--- config.mk ---
export PLATFORM = sky130hd
export DESIGN_NAME = mem_stage_ctrl
export DESIGN_NICKNAME = d
export VERILOG_FILES = /design/src/rtl/mem_stage_pkg.sv /design/src/rtl/mem_stage_ctrl_timeout_cnt.sv /design/src/rtl/mem_stage_ctrl.sv
export SDC_FILE = /design/constraint.sdc
export NUM_CORES = 1
export LEC_CHECK = 0
export BUFFER_PORTS_ARGS = -buffer_cell sky130_fd_sc_hd__buf_2
export CAP_MARGIN = 20
export CORE_MARGIN = 2
export CORE_UTILIZATION = 45
export CTS_CLUSTER_DIAMETER = 60
export DETAILED_ROUTE_END_ITERATION = 8
export MAX_ROUTING_LAYER = met4
export PLACE_DENSITY = 0.85
export SETUP_SLACK_MARGIN = 0.15
export SLEW_MARGIN = 15
export SYNTH_ARGS = -nofsm -noshare
export SYNTH_HDL_FRONTEND = slang
export SYNTH_HIERARCHICAL = 1
export SYNTH_SLANG_ARGS = --single-unit
--- constraint.sdc ---
create_clock -name clk -period 11.21 [get_ports clk]
set_input_delay 1.121 -clock clk [delete_from_list [all_inputs] [get_ports clk]]
set_output_delay 1.121 -clock clk [all_outputs]
set_load 0.05 [all_outputs]
--- src/rtl/mem_stage_pkg.sv ---
// Shared definitions for the MEM-stage controller: FSM encoding, WB control
// bit positions and the alignment rule.
package mem_stage_pkg;

    localparam logic ST_IDLE = 1'b0;
    localparam logic ST_BUSY = 1'b1;

    localparam int WB_REG_WRITE  = 1;
    localparam int WB_MEM_TO_REG = 0;

    function automatic logic word_aligned(input logic [31:0] addr);
        return (addr[1:0] == 2'b00);
    endfunction

endpackage

--- src/rtl/mem_stage_ctrl_timeout_cnt.sv ---
// Counts BUSY cycles without an acknowledge; o_hit flags the last cycle
// an access may wait before it is aborted.
module mem_timeout_cnt #(
    parameter int TIMEOUT = 16,
    parameter int CNT_W   = 5
) (
    input  logic clk,
    input  logic rst,
    input  logic i_clear,
    input  logic i_en,
    output logic o_hit
);

    logic [CNT_W-1:0] r_cnt;

    // Wait-cycle counter, cleared while no access is outstanding
    always_ff @(posedge clk or posedge rst) begin
        if (rst) begin
            r_cnt <= '0;
        end else if (i_clear) begin
            r_cnt <= '0;
        end else if (i_en) begin
            r_cnt <= r_cnt + CNT_W'(1);
        end else begin
            r_cnt <= r_cnt;
        end
    end

    assign o_hit = (r_cnt == CNT_W'(TIMEOUT - 1));

endmodule

--- src/rtl/mem_stage_ctrl.sv ---
// MEM stage: data-memory req/ack handshake with pipeline stall, branch
// resolution, MEM/WB register and sticky misalign/timeout error flags.
module mem_stage_ctrl
    import mem_stage_pkg::*;
#(
    parameter int TIMEOUT = 16,
    parameter int CNT_W   = 5
) (
    input  logic        clk,
    input  logic        startin,
    input  logic [1:0]  MEM_wb,
    input  logic        MEM_branch,
    input  logic        MEM_mem_read,
    input  logic        MEM_mem_write,
    input  logic [31:0] MEM_branch_target,
    input  logic        MEM_zero,
    input  logic [31:0] MEM_alu_result,
    input  logic [31:0] MEM_forward_b_mux_out,
    input  logic [4:0]  MEM_reg_dst_mux_out,
    output logic        dmem_req,
    output logic        dmem_we,
    output logic [31:0] dmem_addr,
    output logic [31:0] dmem_wdata,
    input  logic [31:0] dmem_rdata,
    input  logic        dmem_ack,
    output logic        mem_stall,
    output logic        pc_src,
    output logic [31:0] pc_target,
    output logic [1:0]  WB_wb,
    output logic [31:0] WB_read_data,
    output logic [31:0] WB_alu_result,
    output logic [4:0]  WB_reg_dst,
    output logic        err_misalign,
    output logic        err_timeout
);

    logic r_state;
    logic w_idle;
    logic w_busy;
    logic w_access;
    logic w_aligned;
    logic w_start;
    logic w_misalign;
    logic w_ack;
    logic w_hit;
    logic w_abort;

    assign w_idle     = (r_state == ST_IDLE);
    assign w_busy     = (r_state == ST_BUSY);
    assign w_access   = MEM_mem_read | MEM_mem_write;
    assign w_aligned  = word_aligned(MEM_alu_result);
    assign w_start    = w_idle & w_access & w_aligned;
    assign w_misalign = w_idle & w_access & ~w_aligned;
    assign w_ack      = w_busy & dmem_ack;
    assign w_abort    = w_busy & ~dmem_ack & w_hit;

    // Stall is forced low while reset is held so the front end sees no freeze
    assign mem_stall = ~startin & (w_start | (w_busy & ~dmem_ack & ~w_hit));
    assign dmem_req  = w_busy;
    assign pc_src    = MEM_branch & MEM_zero;
    assign pc_target = MEM_branch_target;

    mem_timeout_cnt #(
        .TIMEOUT (TIMEOUT),
        .CNT_W   (CNT_W)
    ) u_timeout_cnt (
        .clk     (clk),
        .rst     (startin),
        .i_clear (w_idle),
        .i_en    (w_busy & ~dmem_ack & ~w_hit),
        .o_hit   (w_hit)
    );

    // Access FSM; request fields are captured once and held for the access
    always_ff @(posedge clk or posedge startin) begin
        if (startin) begin
            r_state    <= ST_IDLE;
            dmem_addr  <= 32'h0000_0000;
            dmem_wdata <= 32'h0000_0000;
            dmem_we    <= 1'b0;
        end else begin
            case (r_state)
                ST_IDLE: begin
                    if (w_start) begin
                        r_state    <= ST_BUSY;
                        dmem_addr  <= MEM_alu_result;
                        dmem_wdata <= MEM_forward_b_mux_out;
                        dmem_we    <= MEM_mem_write;
                    end else begin
                        r_state    <= ST_IDLE;
                    end
                end
                ST_BUSY: begin
                    if (dmem_ack | w_hit) begin
                        r_state <= ST_IDLE;
                    end else begin
                        r_state <= ST_BUSY;
                    end
                end
                default: begin
                    r_state <= ST_IDLE;
                end
            endcase
        end
    end

    // MEM/WB register: bubble while stalled, aborted or misaligned accesses retire as bubbles
    always_ff @(posedge clk or posedge startin) begin
        if (startin) begin
            WB_wb         <= 2'b00;
            WB_read_data  <= 32'h0000_0000;
            WB_alu_result <= 32'h0000_0000;
            WB_reg_dst    <= 5'd0;
        end else if (mem_stall) begin
            WB_wb <= 2'b00;
        end else begin
            WB_wb         <= (w_abort | w_misalign) ? 2'b00 : MEM_wb;
            WB_read_data  <= (w_ack & ~dmem_we) ? dmem_rdata : 32'h0000_0000;
            WB_alu_result <= MEM_alu_result;
            WB_reg_dst    <= MEM_reg_dst_mux_out;
        end
    end

    // Sticky error flags
    always_ff @(posedge clk or posedge startin) begin
        if (startin) begin
            err_misalign <= 1'b0;
            err_timeout  <= 1'b0;
        end else begin
            err_misalign <= err_misalign | w_misalign;
            err_timeout  <= err_timeout | w_abort;
        end
    end

endmodule

# Word-level counts from Yosys, hierarchy flattened

Index checks and enable logic that the tools add are counted.

Bits in registers: 144
Output and inout port bits: 173
Word-level logic and storage cells: 46

Add/subtract/negate cells: 1
Equal/unequal tests: 2
Multiplexer cells: 8
Bitwise gates (word level): 22
Reductions and logical operators: 2

Operators by type and width:

| operator                                              | number |
|---|---|
| 2-to-1 mux 32 bit                                     | 1 |
| AND 1 bit                                             | 10 |
| 2-to-1 mux 5 bit                                      | 2 |
| NOT 1 bit                                             | 6 |
| bitwise OR 1 bit                                      | 6 |
| adder 5 x 1 -> 5 bit, second input constant           | 1 |
| equality test 5 x 4 -> 1 bit, second input constant   | 1 |
| 2-to-1 mux 2 bit                                      | 2 |
| logical NOT 2 bit                                     | 1 |
| 2-to-1 mux 1 bit                                      | 2 |
| inequality test 2 x 1 -> 1 bit, second input constant | 1 |
| case mux 1 bit (2 select lines)                       | 1 |
| AND reduction 2 bit                                   | 1 |

# Logic depth before layout (Yosys ltp)

Depth after elaboration: 6
Gate-level depth with buffers: 8

# Modules after synthesis

Netlist, hierarchy kept.

Modules (own cells, without submodules):

| module          | times used | cells an instance | area each (µm²) |
|---|---|---|---|
| mem_stage_ctrl  | 1          | 502               | 6064.6 |
| mem_timeout_cnt | 1          | 24                | 282.8 |

# Worst setup path after synthesis

No wires, ideal clock.

Kind: input -> register
Start: input port startin
End: register WB_alu_result[31]
Library setup time: 0.137 ns
Data arrival time: 5.006 ns
Data required time: 11.073 ns
Path slack: 6.067 ns
Stages on the path: 6
Cells stage by stage: buf_6 > inv_1 > and3_1 > buf_2 > buf_2 > o32ai_1

Cells in the longest elaborated chain, start to end: 2

RTL lines:

| item                 | line                  | source |
|---|---|---|
| start, declared      | mem_stage_ctrl.sv:10  | `input logic startin,` |
| NOT 1 bit            | mem_stage_ctrl.sv:58  | `assign mem_stall = ~startin & (w_start \| (w_busy & ~dmem_ack & ~w_hit));` |
| AND 1 bit            | mem_stage_ctrl.sv:58  |  |
| end signal, assigned | mem_stage_ctrl.sv:119 | `WB_alu_result <= MEM_alu_result;` |
| end, declared        | mem_stage_ctrl.sv:31  | `output logic [31:0] WB_alu_result,` |

Every way passes these cells.
A chain may end at the register's enable or synchronous reset.

# Worst setup path after layout

Start: register u_timeout_cnt.r_cnt[0]
End: output port mem_stall

Cells in the longest elaborated chain, start to end: 5

RTL lines:

| item                         | line                             | source |
|---|---|---|
| start, declared              | mem_stage_ctrl_timeout_cnt.sv:14 | `logic [CNT_W-1:0] r_cnt;` |
| start signal, assigned       | mem_stage_ctrl_timeout_cnt.sv:23 | `r_cnt <= r_cnt + CNT_W'(1);` |
| start signal, assigned       | mem_stage_ctrl_timeout_cnt.sv:25 | `r_cnt <= r_cnt;` |
| equality test 5 x 4 -> 1 bit | mem_stage_ctrl_timeout_cnt.sv:29 | `assign o_hit = (r_cnt == CNT_W'(TIMEOUT - 1));` |
| net w_hit                    | mem_stage_ctrl.sv:45             | `logic w_hit;` |
| NOT 1 bit                    | mem_stage_ctrl.sv:58             |  |
| AND 1 bit                    | mem_stage_ctrl.sv:58             |  |
| bitwise OR 1 bit             | mem_stage_ctrl.sv:58             |  |
| AND 1 bit                    | mem_stage_ctrl.sv:58             |  |
| end, declared                | mem_stage_ctrl.sv:26             | `output logic mem_stall,` |

The timed path passes the listed nets, and every way through them passes these cells.

==> summary.txt <==
Placement
  – Input/output buffers: 250
  – GPL Wtd Cong: roughly 0.8
  – Post-DP HPWL: around 11,000 um

Worst setup path
  – Worst EP required: 10.09 ns
  – CP arrival: 2.44 ns
  – Setup CP Type: flip-flop to output port
  – CP endpoint kind: output port
  – Worst setup SP type: flip-flop
  – Worst-case reg-to-reg path depth: 7
  – Crit-path max FO: 10

Cells and area
  – P&R area growth vs syn: 26.43%
  – FILL cells: between 1k and 1.5k
  – Layout cell share with drive strength beyond 1: 0.4940
  – Reg area: between 3000 and 4000 um^2
  – ANT cells: 0
  – Net count, final: 878
  – Area occupied by multi-input gates: ~2000 um^2

Synthesis
  – Seq/Total Area, Yosys: 0.5677
  – Flops & latches, synth: approximately 140
  – Synthesized area per cell: roughly 12 um^2
  – Post-synth top cells: dfrtp_1, inv_1, nand2_1
  – Post-synth EDFFs: 0
  – Syn Nets: 670
  – Post-synthesis cell type count: 38
  – Gate Count Post-Synth: approximately 530
  – Async S/R FF share, synth: 1.000
  – Dominant cells by area after synthesis: dfrtp_1, mux2_2, o32ai_1
  – Top-count cell post-synth: dfrtp_1
  – Area leader, netlist: dfrtp_1
  – Main synth FF type: dfrtp_1
  – Syn Std Cell Area: 6347 um^2
  – Syn. warnings: 6
  – Post-synth top area share: 0.5677

Die
  – Die Wd: 122.8 um
  – Die Footprint: roughly 15,000 um^2
  – Starting density of the core: 0.4591
  – Chip height: roughly 120 um
  – Core Area: roughly 14,000 um^2
  – I/O pin cnt: 315
  – Row count: 43

Clocking
  – Clock H-tree levels: 4
  – Clock sink count: about 140
  – Root Driver: clkbuf_16
  – Clk slew on worst S/H paths: about 0.06 ns
  – CTS tree: yes
  – CTS buffer count: 17
  – Hold Buf Count CTS: 0
  – Clk buf depth: 2
  – Clock Latency Late Sink: 0.41 ns
  – Resized Gates After CTS: 0
  – Post-CTS setup buffer count: 0

Global routing
  – Vias in the first global route: between 4k and 5k
  – Largest net degree at the start of global routing: 75
  – Grt total ovfl: 0
  – Total GRT Usage: 0.2052
  – Initial antenna violation count: 0
  – First-pass GRT wire length: 23,080 um

Pwr
  – P_int: between 0.001 and 0.0015 W
  – Maximum VDD drop: between 0.00009 and 0.0001 V
  – Net Switching: between 0.0006 and 0.0007 W
  – Total power: between 0.0015 and 0.002 W
  – Leak Pwr: approximately 4.1 nW
  – Power Density: around 220 nW/um^2
  – Switch share: 0.3666
  – Sequential power share: 0.363
  – Combinational power share: 0.292
  – Clk network pwr share: 0.345

Timing
  – Fmax: around 280 MHz
  – Final Skew: ~0.0089 ns
  – Fin Setup TNS: 0 ns
  – Crit share post-route: 0.3180
  – Slew margin rel.: 0.3495
  – Final Hold Fails: 0
  – Worst hold slack: ~0.47 ns
  – Unrepaired setup endpoints after global routing: false
  – Final max-slew violation count: 0
  – Crit path time final: ~3.6 ns
  – Worst slew pin tran: between 0.9 and 1 ns
  – Final setup viols: 0

Drt
  – Iteration-0 DRC Markers: approximately 240
  – Total Wirelength: between 15,000 and 20,000 um
  – Vias: ~4.6k
  – DRC: 0
  – Vias/cell: 5.013
  – DR WL/cell: ~16 um
  – Final ANT Viol Nets: 0
  – Drt pass-1 iters: 4

Status
  – Status: completed

Worst hold path
  – Hold crit path type: flip-flop to flip-flop
  – Hold Path Cell Cnt: 1

Job
  – Maxcap violations: 0
## final timing paths
| check | slack (ns) | startpoint | end |
|---|---|---|---|
| worst max-delay path | 7.65 | u_timeout_cnt/r_cnt[0] | mem_stall |
| worst min-delay path | 0.47 | err_timeout | err_timeout |
| worst max register to register | 8.54 | u_timeout_cnt/r_cnt[0] | WB_alu_result[7] |
| worst min register to register | 0.47 | err_timeout | err_timeout |
| max in group asynchronous | 8.61 | startin | WB_alu_result[7] |
| min in group asynchronous | 1.04 | startin | u_timeout_cnt/r_cnt[1] |
## cell usage in the layout, fill, tap and decap left out, drive strengths merged, types with 2 or more instances in the layout
cell type and count:
buf 256, dfrtp 144, inv 73, nand2 69
mux2 64, o32ai 35, o31ai 32, clkbuf 18
nor2 8, clkinv 8, nor2b 4, bufinv 4
a22oi 3, and3 2, nand3b 2, nand2b 2
o21ai 2, nand3 2, ha 2, a21oi 2
o21bai 2
## cells by family (layout without fill, tap and decap cells)
family	Yosys count	after routing	share of synthesized area
xor+xnor	1	1	0.001380
mux	65	65	0.1157
fa+ha+maj	2	2	0.003942
compound gates	79	79	0.1204
buf+inv	139	360	0.1200
flops	144	144	0.5677
simple gates	96	96	0.07077
## flip-flops by register name, summed over array words and instances, names as in the netlist
signal,flops
dmem_wdata,32
u_timeout_cnt/r_cnt,5
dmem_req,1
dmem_we,1
dmem_addr,32
WB_reg_dst,5
WB_read_data,32
WB_alu_result,32
err_misalign,1
err_timeout,1
WB_wb,2
## critical path, stage by stage (launching register included)
cell,delay (ns)
dfrtp_1,0.44
ha_1,0.25
and3_1,0.18
ha_1,0.23
nor3b_4,0.52
a21oi_4,0.04
nor2_1,0.10
buf_2,0.28
## per-stage QoR
stage               cell area [um^2]    util  worst slack [ns]  std cells
global route                    8025  0.5804             7.483        927
floorplan                       6347       -             6.067        526
detailed placement              7383  0.5340             7.880        894
CTS                             8010  0.5793             7.621        926
global placement                7383  0.5340             7.871        894
finish                          8025  0.5804             7.645        927
## layer usage
metal | part of all wire | GRT usage
met4 | 0.014 | 0.07040
met2 | 0.51 | 0.3363
met3 | 0.069 | 0.05297
met1 | 0.41 | 0.2464
met5 | 0 | -
## power groups by stage
stage	sequential [W]	combinational [W]	clock, W
floorplan	0.000902	0.000151	0
global placement	0.000634	0.000501	0
detailed placement	0.000639	0.000510	0
CTS	0.000630	0.000510	0.000611
global route	0.000639	0.000532	0.000633
finish	0.000630	0.000506	0.000598
## area by class of cell
type | instances | area share
clock buffers | 18 | 0.05472
well taps | 180 | 0.02806
flip-flops and latches | 144 | 0.4490
clock inverters | 14 | 0.02339
multi-input cells | 243 | 0.2477
inverters | 72 | 0.03430
repair buffers | 256 | 0.1628
Note: power is estimated with default switching activity, not from simulation.
